[src/rtl/pipeline_hazard_ctrl_pkg.sv]
// Shared types for the pipeline hazard controller: FSM encoding, the
// stage-control bundle with its fixed patterns, and the load-use detector.
package pipeline_hazard_ctrl_pkg;

  typedef enum logic [1:0] {
    HZ_RUN      = 2'd0,
    HZ_MEM_WAIT = 2'd1,
    HZ_ERR      = 2'd2,
    HZ_ILLEGAL  = 2'd3
  } hz_state_e;

  // Per-stage control bundle. A NOP/bubble is expressed as a flush, never as data.
  typedef struct packed {
    logic pc_en;
    logic if_id_en;
    logic if_id_flush;
    logic id_ex_en;
    logic id_ex_flush;
    logic ex_mem_en;
    logic mem_wb_flush;
    logic redirect_valid;
  } hz_ctrl_t;

  localparam hz_ctrl_t HZ_CTRL_RUN = '{
    pc_en: 1'b1, if_id_en: 1'b1, if_id_flush: 1'b0, id_ex_en: 1'b1,
    id_ex_flush: 1'b0, ex_mem_en: 1'b1, mem_wb_flush: 1'b0, redirect_valid: 1'b0
  };

  // Front of the pipe frozen; the only movement is a bubble falling into MEM/WB.
  localparam hz_ctrl_t HZ_CTRL_FREEZE = '{
    pc_en: 1'b0, if_id_en: 1'b0, if_id_flush: 1'b0, id_ex_en: 1'b0,
    id_ex_flush: 1'b0, ex_mem_en: 1'b0, mem_wb_flush: 1'b1, redirect_valid: 1'b0
  };

  localparam hz_ctrl_t HZ_CTRL_OFF = '0;

  function automatic int hz_wait_w(input int timeout);
    int w;
    w = $clog2(timeout + 1);
    return (w < 1) ? 1 : w;
  endfunction

  function automatic logic hz_load_use(
    input logic [4:0] rs1,
    input logic [4:0] rs2,
    input logic       use_rs1,
    input logic       use_rs2,
    input logic       ex_memread,
    input logic [4:0] ex_rd
  );
    return ex_memread && (ex_rd != 5'd0) &&
           ((use_rs1 && (rs1 == ex_rd)) || (use_rs2 && (rs2 == ex_rd)));
  endfunction

endpackage

[src/rtl/pipeline_hazard_ctrl_hz_sat_counter.sv]
// Saturating event counter: counts cycles with inc=1 and sticks at all-ones.
module hz_sat_counter #(
  parameter int W = 32
) (
  input  logic         clk,
  input  logic         rst_n,
  input  logic         inc,
  output logic [W-1:0] count
);

  logic [W-1:0] count_q;
  logic [W-1:0] count_d;

  always_comb begin
    count_d = count_q;
    if (inc && (count_q != '1)) begin
      count_d = count_q + W'(1);
    end
  end

  always_ff @(posedge clk or negedge rst_n) begin
    if (!rst_n) begin
      count_q <= '0;
    end else begin
      count_q <= count_d;
    end
  end

  assign count = count_q;

endmodule

[src/rtl/pipeline_hazard_ctrl.sv]
// Stall/flush sequencer for the 5-stage pipeline: load-use bubbles, data-memory
// wait freezes with a sticky timeout, and EX redirects, plus saturating counters.
module pipeline_hazard_ctrl
  import pipeline_hazard_ctrl_pkg::*;
#(
  parameter int CNT_W       = 32,
  parameter int MEM_TIMEOUT = 1024,
  parameter int PC_W        = 32
) (
  input  logic             clk,
  input  logic             rst_n,
  input  logic [4:0]       id_rs1,
  input  logic [4:0]       id_rs2,
  input  logic             id_use_rs1,
  input  logic             id_use_rs2,
  input  logic             id_ex_memread,
  input  logic [4:0]       id_ex_rd,
  input  logic             ex_redirect,
  input  logic [PC_W-1:0]  ex_target,
  input  logic             mem_req,
  input  logic             mem_ready,
  output logic             pc_en,
  output logic             if_id_en,
  output logic             if_id_flush,
  output logic             id_ex_en,
  output logic             id_ex_flush,
  output logic             ex_mem_en,
  output logic             mem_wb_flush,
  output logic             redirect_valid,
  output logic [PC_W-1:0]  redirect_pc,
  output logic [1:0]       state,
  output logic             mem_timeout,
  output logic [CNT_W-1:0] stall_cycles,
  output logic [CNT_W-1:0] flush_events
);

  localparam int              WAIT_W   = hz_wait_w(MEM_TIMEOUT);
  localparam logic [WAIT_W-1:0] WAIT_MAX = WAIT_W'(MEM_TIMEOUT);

  hz_state_e         state_q, state_d;
  logic [WAIT_W-1:0] wait_cnt_q, wait_cnt_d;
  logic              mem_timeout_q, mem_timeout_d;
  hz_ctrl_t          ctrl;
  logic              memwait;
  logic              load_use;

  assign memwait  = mem_req & ~mem_ready;
  assign load_use = hz_load_use(id_rs1, id_rs2, id_use_rs1, id_use_rs2,
                                id_ex_memread, id_ex_rd);

  always_comb begin
    ctrl          = HZ_CTRL_RUN;
    state_d       = state_q;
    wait_cnt_d    = wait_cnt_q;
    mem_timeout_d = mem_timeout_q;
    case (state_q)
      HZ_RUN, HZ_MEM_WAIT: begin
        if (memwait) begin
          // A frozen EX re-presents any redirect/load-use once memory completes.
          ctrl = HZ_CTRL_FREEZE;
          if (state_q == HZ_RUN) begin
            state_d    = HZ_MEM_WAIT;
            wait_cnt_d = WAIT_W'(1);
          end else if ((MEM_TIMEOUT != 0) && (wait_cnt_q == WAIT_MAX)) begin
            state_d       = HZ_ERR;
            mem_timeout_d = 1'b1;
          end else if (wait_cnt_q != '1) begin
            wait_cnt_d = wait_cnt_q + WAIT_W'(1);
          end
        end else begin
          state_d    = HZ_RUN;
          wait_cnt_d = '0;
          if (ex_redirect) begin
            ctrl.redirect_valid = 1'b1;
            ctrl.if_id_flush    = 1'b1;
            ctrl.id_ex_flush    = 1'b1;
          end else if (load_use) begin
            ctrl.pc_en       = 1'b0;
            ctrl.if_id_en    = 1'b0;
            ctrl.id_ex_flush = 1'b1;
          end
        end
      end
      HZ_ERR: begin
        ctrl = HZ_CTRL_FREEZE;
      end
      default: begin
        ctrl       = HZ_CTRL_FREEZE;
        state_d    = HZ_RUN;
        wait_cnt_d = '0;
      end
    endcase
    if (!rst_n) begin
      ctrl = HZ_CTRL_OFF;
    end
  end

  always_ff @(posedge clk or negedge rst_n) begin
    if (!rst_n) begin
      state_q       <= HZ_RUN;
      wait_cnt_q    <= '0;
      mem_timeout_q <= 1'b0;
    end else begin
      state_q       <= state_d;
      wait_cnt_q    <= wait_cnt_d;
      mem_timeout_q <= mem_timeout_d;
    end
  end

  hz_sat_counter #(.W(CNT_W)) u_stall_cnt (
    .clk   (clk),
    .rst_n (rst_n),
    .inc   (~ctrl.pc_en),
    .count (stall_cycles)
  );

  hz_sat_counter #(.W(CNT_W)) u_flush_cnt (
    .clk   (clk),
    .rst_n (rst_n),
    .inc   (ctrl.redirect_valid),
    .count (flush_events)
  );

  assign pc_en          = ctrl.pc_en;
  assign if_id_en       = ctrl.if_id_en;
  assign if_id_flush    = ctrl.if_id_flush;
  assign id_ex_en       = ctrl.id_ex_en;
  assign id_ex_flush    = ctrl.id_ex_flush;
  assign ex_mem_en      = ctrl.ex_mem_en;
  assign mem_wb_flush   = ctrl.mem_wb_flush;
  assign redirect_valid = ctrl.redirect_valid;
  assign redirect_pc    = ex_target;
  assign state          = state_q;
  assign mem_timeout    = mem_timeout_q;

endmodule

[config.mk]
export PLATFORM = sky130hd
export DESIGN_NAME = pipeline_hazard_ctrl
export DESIGN_NICKNAME = d
export VERILOG_FILES = /design/src/rtl/pipeline_hazard_ctrl_pkg.sv /design/src/rtl/pipeline_hazard_ctrl_hz_sat_counter.sv /design/src/rtl/pipeline_hazard_ctrl.sv
export SDC_FILE = /design/constraint.sdc
export NUM_CORES = 1
export LEC_CHECK = 0
export ABC_AREA = 0
export CORE_UTILIZATION = 29
export DETAILED_ROUTE_END_ITERATION = 10
export PLACE_DENSITY_LB_ADDON = 0.05
export SYNTH_ARGS = -nofsm -noshare
export SYNTH_HDL_FRONTEND = slang
export SYNTH_SLANG_ARGS = --single-unit
[constraint.sdc]
create_clock -name clk -period 2.1 [get_ports clk]
set_input_delay 0.42 -clock clk [delete_from_list [all_inputs] [get_ports clk]]
set_output_delay 0.42 -clock clk [all_outputs]
set_load 0.02 [all_outputs]
## After elaboration in Yosys (flattened, before gate mapping)

Index checks and enable logic that the tools add are counted.

| operators by class | value |
|---|---|
| add/sub/neg operators | 3 |
| multipliers | 0 |
| divide/modulo/power cells | 0 |
| magnitude comparators | 0 |
| equality and inequality tests | 11 |
| shift operators | 0 |
| multiplexer cells | 21 |
| bitwise operators | 5 |
| reduce and logical (&&, ||, !) cells | 13 |

Operator list:

| operator | count |
|---|---|
| $add 32x1->32 const B | 2 |
| $ne 32x32->1 const B | 2 |
| $mux 11 | 4 |
| $pmux 11 s2 | 1 |
| $mux 8 | 2 |
| $mux 2 | 6 |
| $ne 4x4->1 const B | 3 |
| $add 11x1->11 const B | 1 |
| $eq 11x11->1 const B | 1 |
| $ne 11x11->1 const B | 1 |
| $eq 5x5->1 | 2 |
| $logic_and 1x1->1 | 6 |
| $mux 1 | 6 |
| $reduce_bool 5->1 | 1 |
| $not 1->1 | 4 |
| $pmux 2 s2 | 1 |
| $reduce_and 4->1 | 1 |
| $mux 3 | 1 |
| $reduce_and 3->1 | 1 |
| $eq 2x1->1 const B | 1 |
| $eq 2x2->1 const B | 1 |
| $logic_not 2->1 | 1 |
| $reduce_and 2->1 | 1 |
| $reduce_or 2->1 | 1 |
| 2 further kinds | 2 |

| word-level totals | value |
|---|---|
| register bits after elaboration | 78 |
| latch bits | 0 |
| memory bits (writable) | 0 |
| memory bits (read-only) | 0 |
| bits of input ports | 55 |
| output and inout port bits | 107 |
| logic and storage cells | 58 |
| memories kept | 0 |

## Logic depth before layout (Yosys ltp)

| depth | value |
|---|---|
| depth in word-level cells | 11 |
| gate-level depth with buffers | 9 |
| gate-level depth less buffers | 8 |

## Cells and area by module

A second synthesis with hierarchy kept.

| second synthesis, totals | value |
|---|---|
| cell total of the unflattened synthesis | 456 |
| area, all modules | 4531.8 um^2 |

By module, submodules not included:

| module | times used | cells each | area each (um^2) | seq. area each (um^2) |
|---|---|---|---|---|
| hz_sat_counter | 2 | 151 | 1624.1 | 800.8 |
| pipeline_hazard_ctrl | 1 | 154 | 1283.7 | 350.3 |

## Least setup slack after synthesis

OpenSTA, ideal clock, no wires.

| timing | value |
|---|---|
| path kind | input port to flip-flop |
| from | in mem_req |
| to | reg u_flush_cnt.count_q[12], in the netlist u_flush_cnt.count[12] |
| setup time | 0.131 ns |
| arrival time | 2.040 ns |
| data required time | 1.969 ns |
| setup slack | -0.070 ns |
| stages on the path | 9 |
| buffers on the path | 3 |
| path through | nor2b_1 nor3b_2 and2_1 buf_2 o21a_1 buf_4 buf_6 nand4_1 xnor2_1 |

| between the ends | value |
|---|---|
| longest elaborated chain between the ends | 5 |

RTL lines:

| item | RTL line | RTL |
|---|---|---|
| from (decl) | pipeline_hazard_ctrl.sv:20 | `input logic mem_req,` |
| $and 1x1->1 | pipeline_hazard_ctrl.sv:47 | `assign memwait = mem_req & ~mem_ready;` |
| $mux 1 | pipeline_hazard_ctrl.sv:58 | `if (memwait) begin` |
| $mux 8 | pipeline_hazard_ctrl.sv:56 | `case (state_q)` |
| $mux 8 | pipeline_hazard_ctrl.sv:93 | `if (!rst_n) begin` |
| $logic_and 1x1->1 | pipeline_hazard_ctrl_hz_sat_counter.sv:16 | `if (inc && (count_q != '1)) begin` |
| to (signal assigned) | pipeline_hazard_ctrl_hz_sat_counter.sv:25 | `count_q <= count_d;` |
| to (decl) | pipeline_hazard_ctrl_hz_sat_counter.sv:11 | `logic [W-1:0] count_q;` |

Every way passes these cells.
A chain may end at the register's enable or synchronous reset.

## Worst setup path in the final report

| timing | value |
|---|---|
| from | in id_ex_rd[2] |
| to | out id_ex_flush |

| between the ends | value |
|---|---|
| longest elaborated chain between the ends | 9 |
| elaborated cells between the ends (all ways) | 13 |
| classes of those cells | 2 x eq/ne; 5 x mux; 6 x reduce/logical |

RTL lines:

| item | RTL line | RTL |
|---|---|---|
| from (decl) | pipeline_hazard_ctrl.sv:17 | `input logic [4:0] id_ex_rd,` |
| $eq 5x5->1 | pipeline_hazard_ctrl_pkg.sv:52 | `((use_rs1 && (rs1 == ex_rd)) \|\| (use_rs2 && (rs2 == ex_rd)));` |
| $logic_and 1x1->1 | pipeline_hazard_ctrl_pkg.sv:52 |  |
| $logic_or 1x1->1 | pipeline_hazard_ctrl_pkg.sv:52 |  |
| $logic_and 1x1->1 * | pipeline_hazard_ctrl_pkg.sv:51 | `return ex_memread && (ex_rd != 5'd0) &&` |
| $mux 1 * | pipeline_hazard_ctrl.sv:77 | `end else if (load_use) begin` |
| $mux 1 * | pipeline_hazard_ctrl.sv:73 | `if (ex_redirect) begin` |
| $mux 1 * | pipeline_hazard_ctrl.sv:58 |  |
| $mux 8 * | pipeline_hazard_ctrl.sv:56 |  |
| $mux 8 * | pipeline_hazard_ctrl.sv:93 |  |
| to (decl) | pipeline_hazard_ctrl.sv:26 | `output logic id_ex_flush,` |

Every way passes the cells marked *; elsewhere a longest branch is shown, timed or not.

==> metrics.txt <==
Final ANT Viol Nets=0; initial drt markers=167; Hold Fails Final Rpt=0; clk_skew=0.007667 ns; synthesized instance count=419; final-stage net count=just under 600; Vias=3429; Setup Viol. Count Final=0; antenna violations before repair=0; clk buf depth=2; Met2 Wirelength=approximately 5200 um; hold crit path type=in -> async; Post-DP Area=5458 sq um; CORE AREA=14100 sq um; clock slew at reported path FFs=0.06 ns; TritonCTS Buffers=9; flop-to-flop setup slack=~0.12 ns; Startpoint Class=input pin; clock sinks=78; Worst EP required=about 1.7 ns; met3 routed WL=roughly 610 um; Post-synth top flop=dfrtp_1; gr usage total=15.32%; pin count of the biggest net entering global routing=54; unrepaired setup endpoints after global routing=yes; DIE WIDTH=123.2 um; die area=15170 sq um; Pwr per Cell Area=729.7 nW/um^2; cell row count=43; WL per Instance=15.35 um; residual DRC count=0; gpl congestion=0.7617; Synth area leaders=dfrtp_1 (46%), xnor2_1 (13%), buf_4 (6.3%), nand4_1 (5.0%), nand2_1 (2.9%); syn_nets=approximately 480; Max rail drop VDD=0.4574 mV; sequential element share of the synthesized area=45.84%; effective utilization at floorplan=30.21%; leading area contributor after synthesis=dfrtp_1; LEAKAGE=2.537 nW; chip height=roughly 120 um; router iterations before antenna repair=5; Final Slew Violations=0; Avg Inst Size Synth=10.16 sq um; vias in the first global route=approximately 3400; R2R Path End=u_flush_cnt.count[8]; area grow syn2layout=38.00%; Critical Path End Type=output port; Clk Latency, worst-skew pair=0.34 ns; Reg2Reg Depth=9; drt total wl=10990 um; Post-Synthesis Cell Area=about 4300 sq um; Post-synth EDFFs=0; H-Tree Depth=3; Worst slew margin=52.14%; detailed-route vias per instance=about 4.8; Final min period=2.059 ns; number of synthesis warnings=0; Worst-Margin Slew=0.7179 ns; status=finished, final reports clean; fin crit share=98.05%; FMAX=485.7 MHz; Congestion Overflow GR=0; share of cells above drive strength 1=18.84%; Crit Path Category=in -> out; Crit Path Max Fanout=2; CP arrival=1.64 ns; global-route wire length before repair=17780 um; worst reg2reg startpoint=u_flush_cnt.count[0]; CTS tree=yes; design area=roughly 5900 sq um; setup TNS=0 ns; Antenna diodes=0; max cap viols=0; DRT met1 WL=approximately 5000 um; Top Metal Used=met4; CTS root buf=clkbuf_16; Yosys top cell area share=45.84%; Post-CTS Hold Buffers=0; dpl hpwl=8046 um; Post-synth ARST share=100.0%; input/output buffers=97; number of distinct library cells after synthesis=48; post-synthesis register bit count=78; I/O Pins=162
## cells in the final DEF, fill, tap and decap left out, drive strengths merged, types with 13 or more instances in the layout
master,synthesis,layout
dfrtp,78,78
clkdlybuf4s50,0,72
xnor2,61,61
buf,44,57
nand4,36,36
nand2,33,33
nor2,26,26
nand3,25,25
and3,16,16
xor2,14,14
dlygate4sd2,0,13
## flip-flops by register name (all words and copies together) (netlist names)
signal and flops:
u_flush_cnt.count 32, u_stall_cnt.count 32, wait_cnt_q 11, state 2, mem_timeout 1
## area by class of cell
| class | count | area [sq um] |
|---|---|---|
| fill | 1403 | 8220 |
| multi-input combinational | 289 | 2039 |
| sequential | 78 | 1952 |
| timing repair buffer | 147 | 1335 |
| clock buffer | 12 | 256.5 |
| tap | 180 | 225.2 |
| clock inverter | 4 | 45.04 |
| inverter | 6 | 22.52 |
## cells by family after synthesis
logic type                 count (synthesis)  share of synthesized area, %
DFF                                       78                         45.84
xor gates and xnor gates                  75                         15.43
and+or+nand+nor                          182                         24.36
AOI/OAI and AO/OA                         26                         4.114
adders and majority gates                  4                         1.175
buffers and inverters                     52                         8.581
muxes                                      2                        0.4995
## per-layer routing
| layer | GRT usage, % | up-vias |
|---|---|---|
| met5 | 0 | - |
| met4 | 5.045 | 0 |
| met3 | 5.120 | 28 |
| met2 | 24.23 | 101 |
| met1 | 19.59 | 1647 |
| li1 | - | 1653 |
## power by group
group / internal (W) / leakage [nW] / total [W] / switching, W
combinational: 0.000470 / 1.33 / 0.000955 / 0.000485
clock: 0.000980 / 0.152 / 0.00160 / 0.000624
sequential: 0.00162 / 1.05 / 0.00173 / 0.000112
total: 0.00307 / 2.54 / 0.00429 / 0.00122
## worst max path at each step
stage | startpoint | endpoint | slack, ns | cells past startpoint
after global routing | id_ex_rd[1] | if_id_en | -0.03 | 8
after floorplan | mem_req | u_flush_cnt.count[12] | 0.03 | 9
after detailed placement | id_ex_rd[2] | id_ex_flush | -0.66 | 8
after CTS | id_ex_rd[4] | id_ex_flush | 0.006 | 6
final | id_ex_rd[2] | id_ex_flush | 0.04 | 6
after global placement | id_ex_rd[2] | id_ex_flush | -0.65 | 8
## cell usage after synthesis (all sizes together) (3+ instances only)
cell type / n
and2: 7
and3: 16
and4: 5
buf: 44
dfrtp: 78
ha: 4
inv: 6
nand2: 33
nand3: 25
nand4: 36
nor2: 26
nor3: 12
nor3b: 4
nor4: 4
nor4b: 3
o21a: 3
o21ai: 9
o31ai: 3
xnor2: 61
xor2: 14
## through the flow
step | total power [W] | util (%) | hold WS, ns | setup WS, ns | std cells
floorplan | 0.002272 | - | 0.1244 | 0.03280 | 419
global placement | 0.002674 | 38.72 | 0.4688 | -0.6453 | 694
detailed placement | 0.002680 | 38.72 | 0.4796 | -0.6649 | 694
CTS | 0.004329 | 41.02 | 0.2130 | 0.005832 | 713
global route | 0.004520 | 41.68 | 0.2354 | -0.03032 | 716
finish | 0.004287 | 41.68 | 0.2100 | 0.04098 | 716
## worst max-delay path, stage by stage
cell and delay, ns:
clkdlybuf4s15_1 0.19, or4_4 0.52, o21ai_4 0.14, nor2_1 0.06
o21a_1 0.18, buf_6 0.13
## what timing repair did
action	CTS	global route
gates cloned	0	0
setup buffers	3	3
pin swaps	18	8
setup endpoints to repair	36	27
resized for setup	59	16
Note: power is estimated with default switching activity, not from simulation.
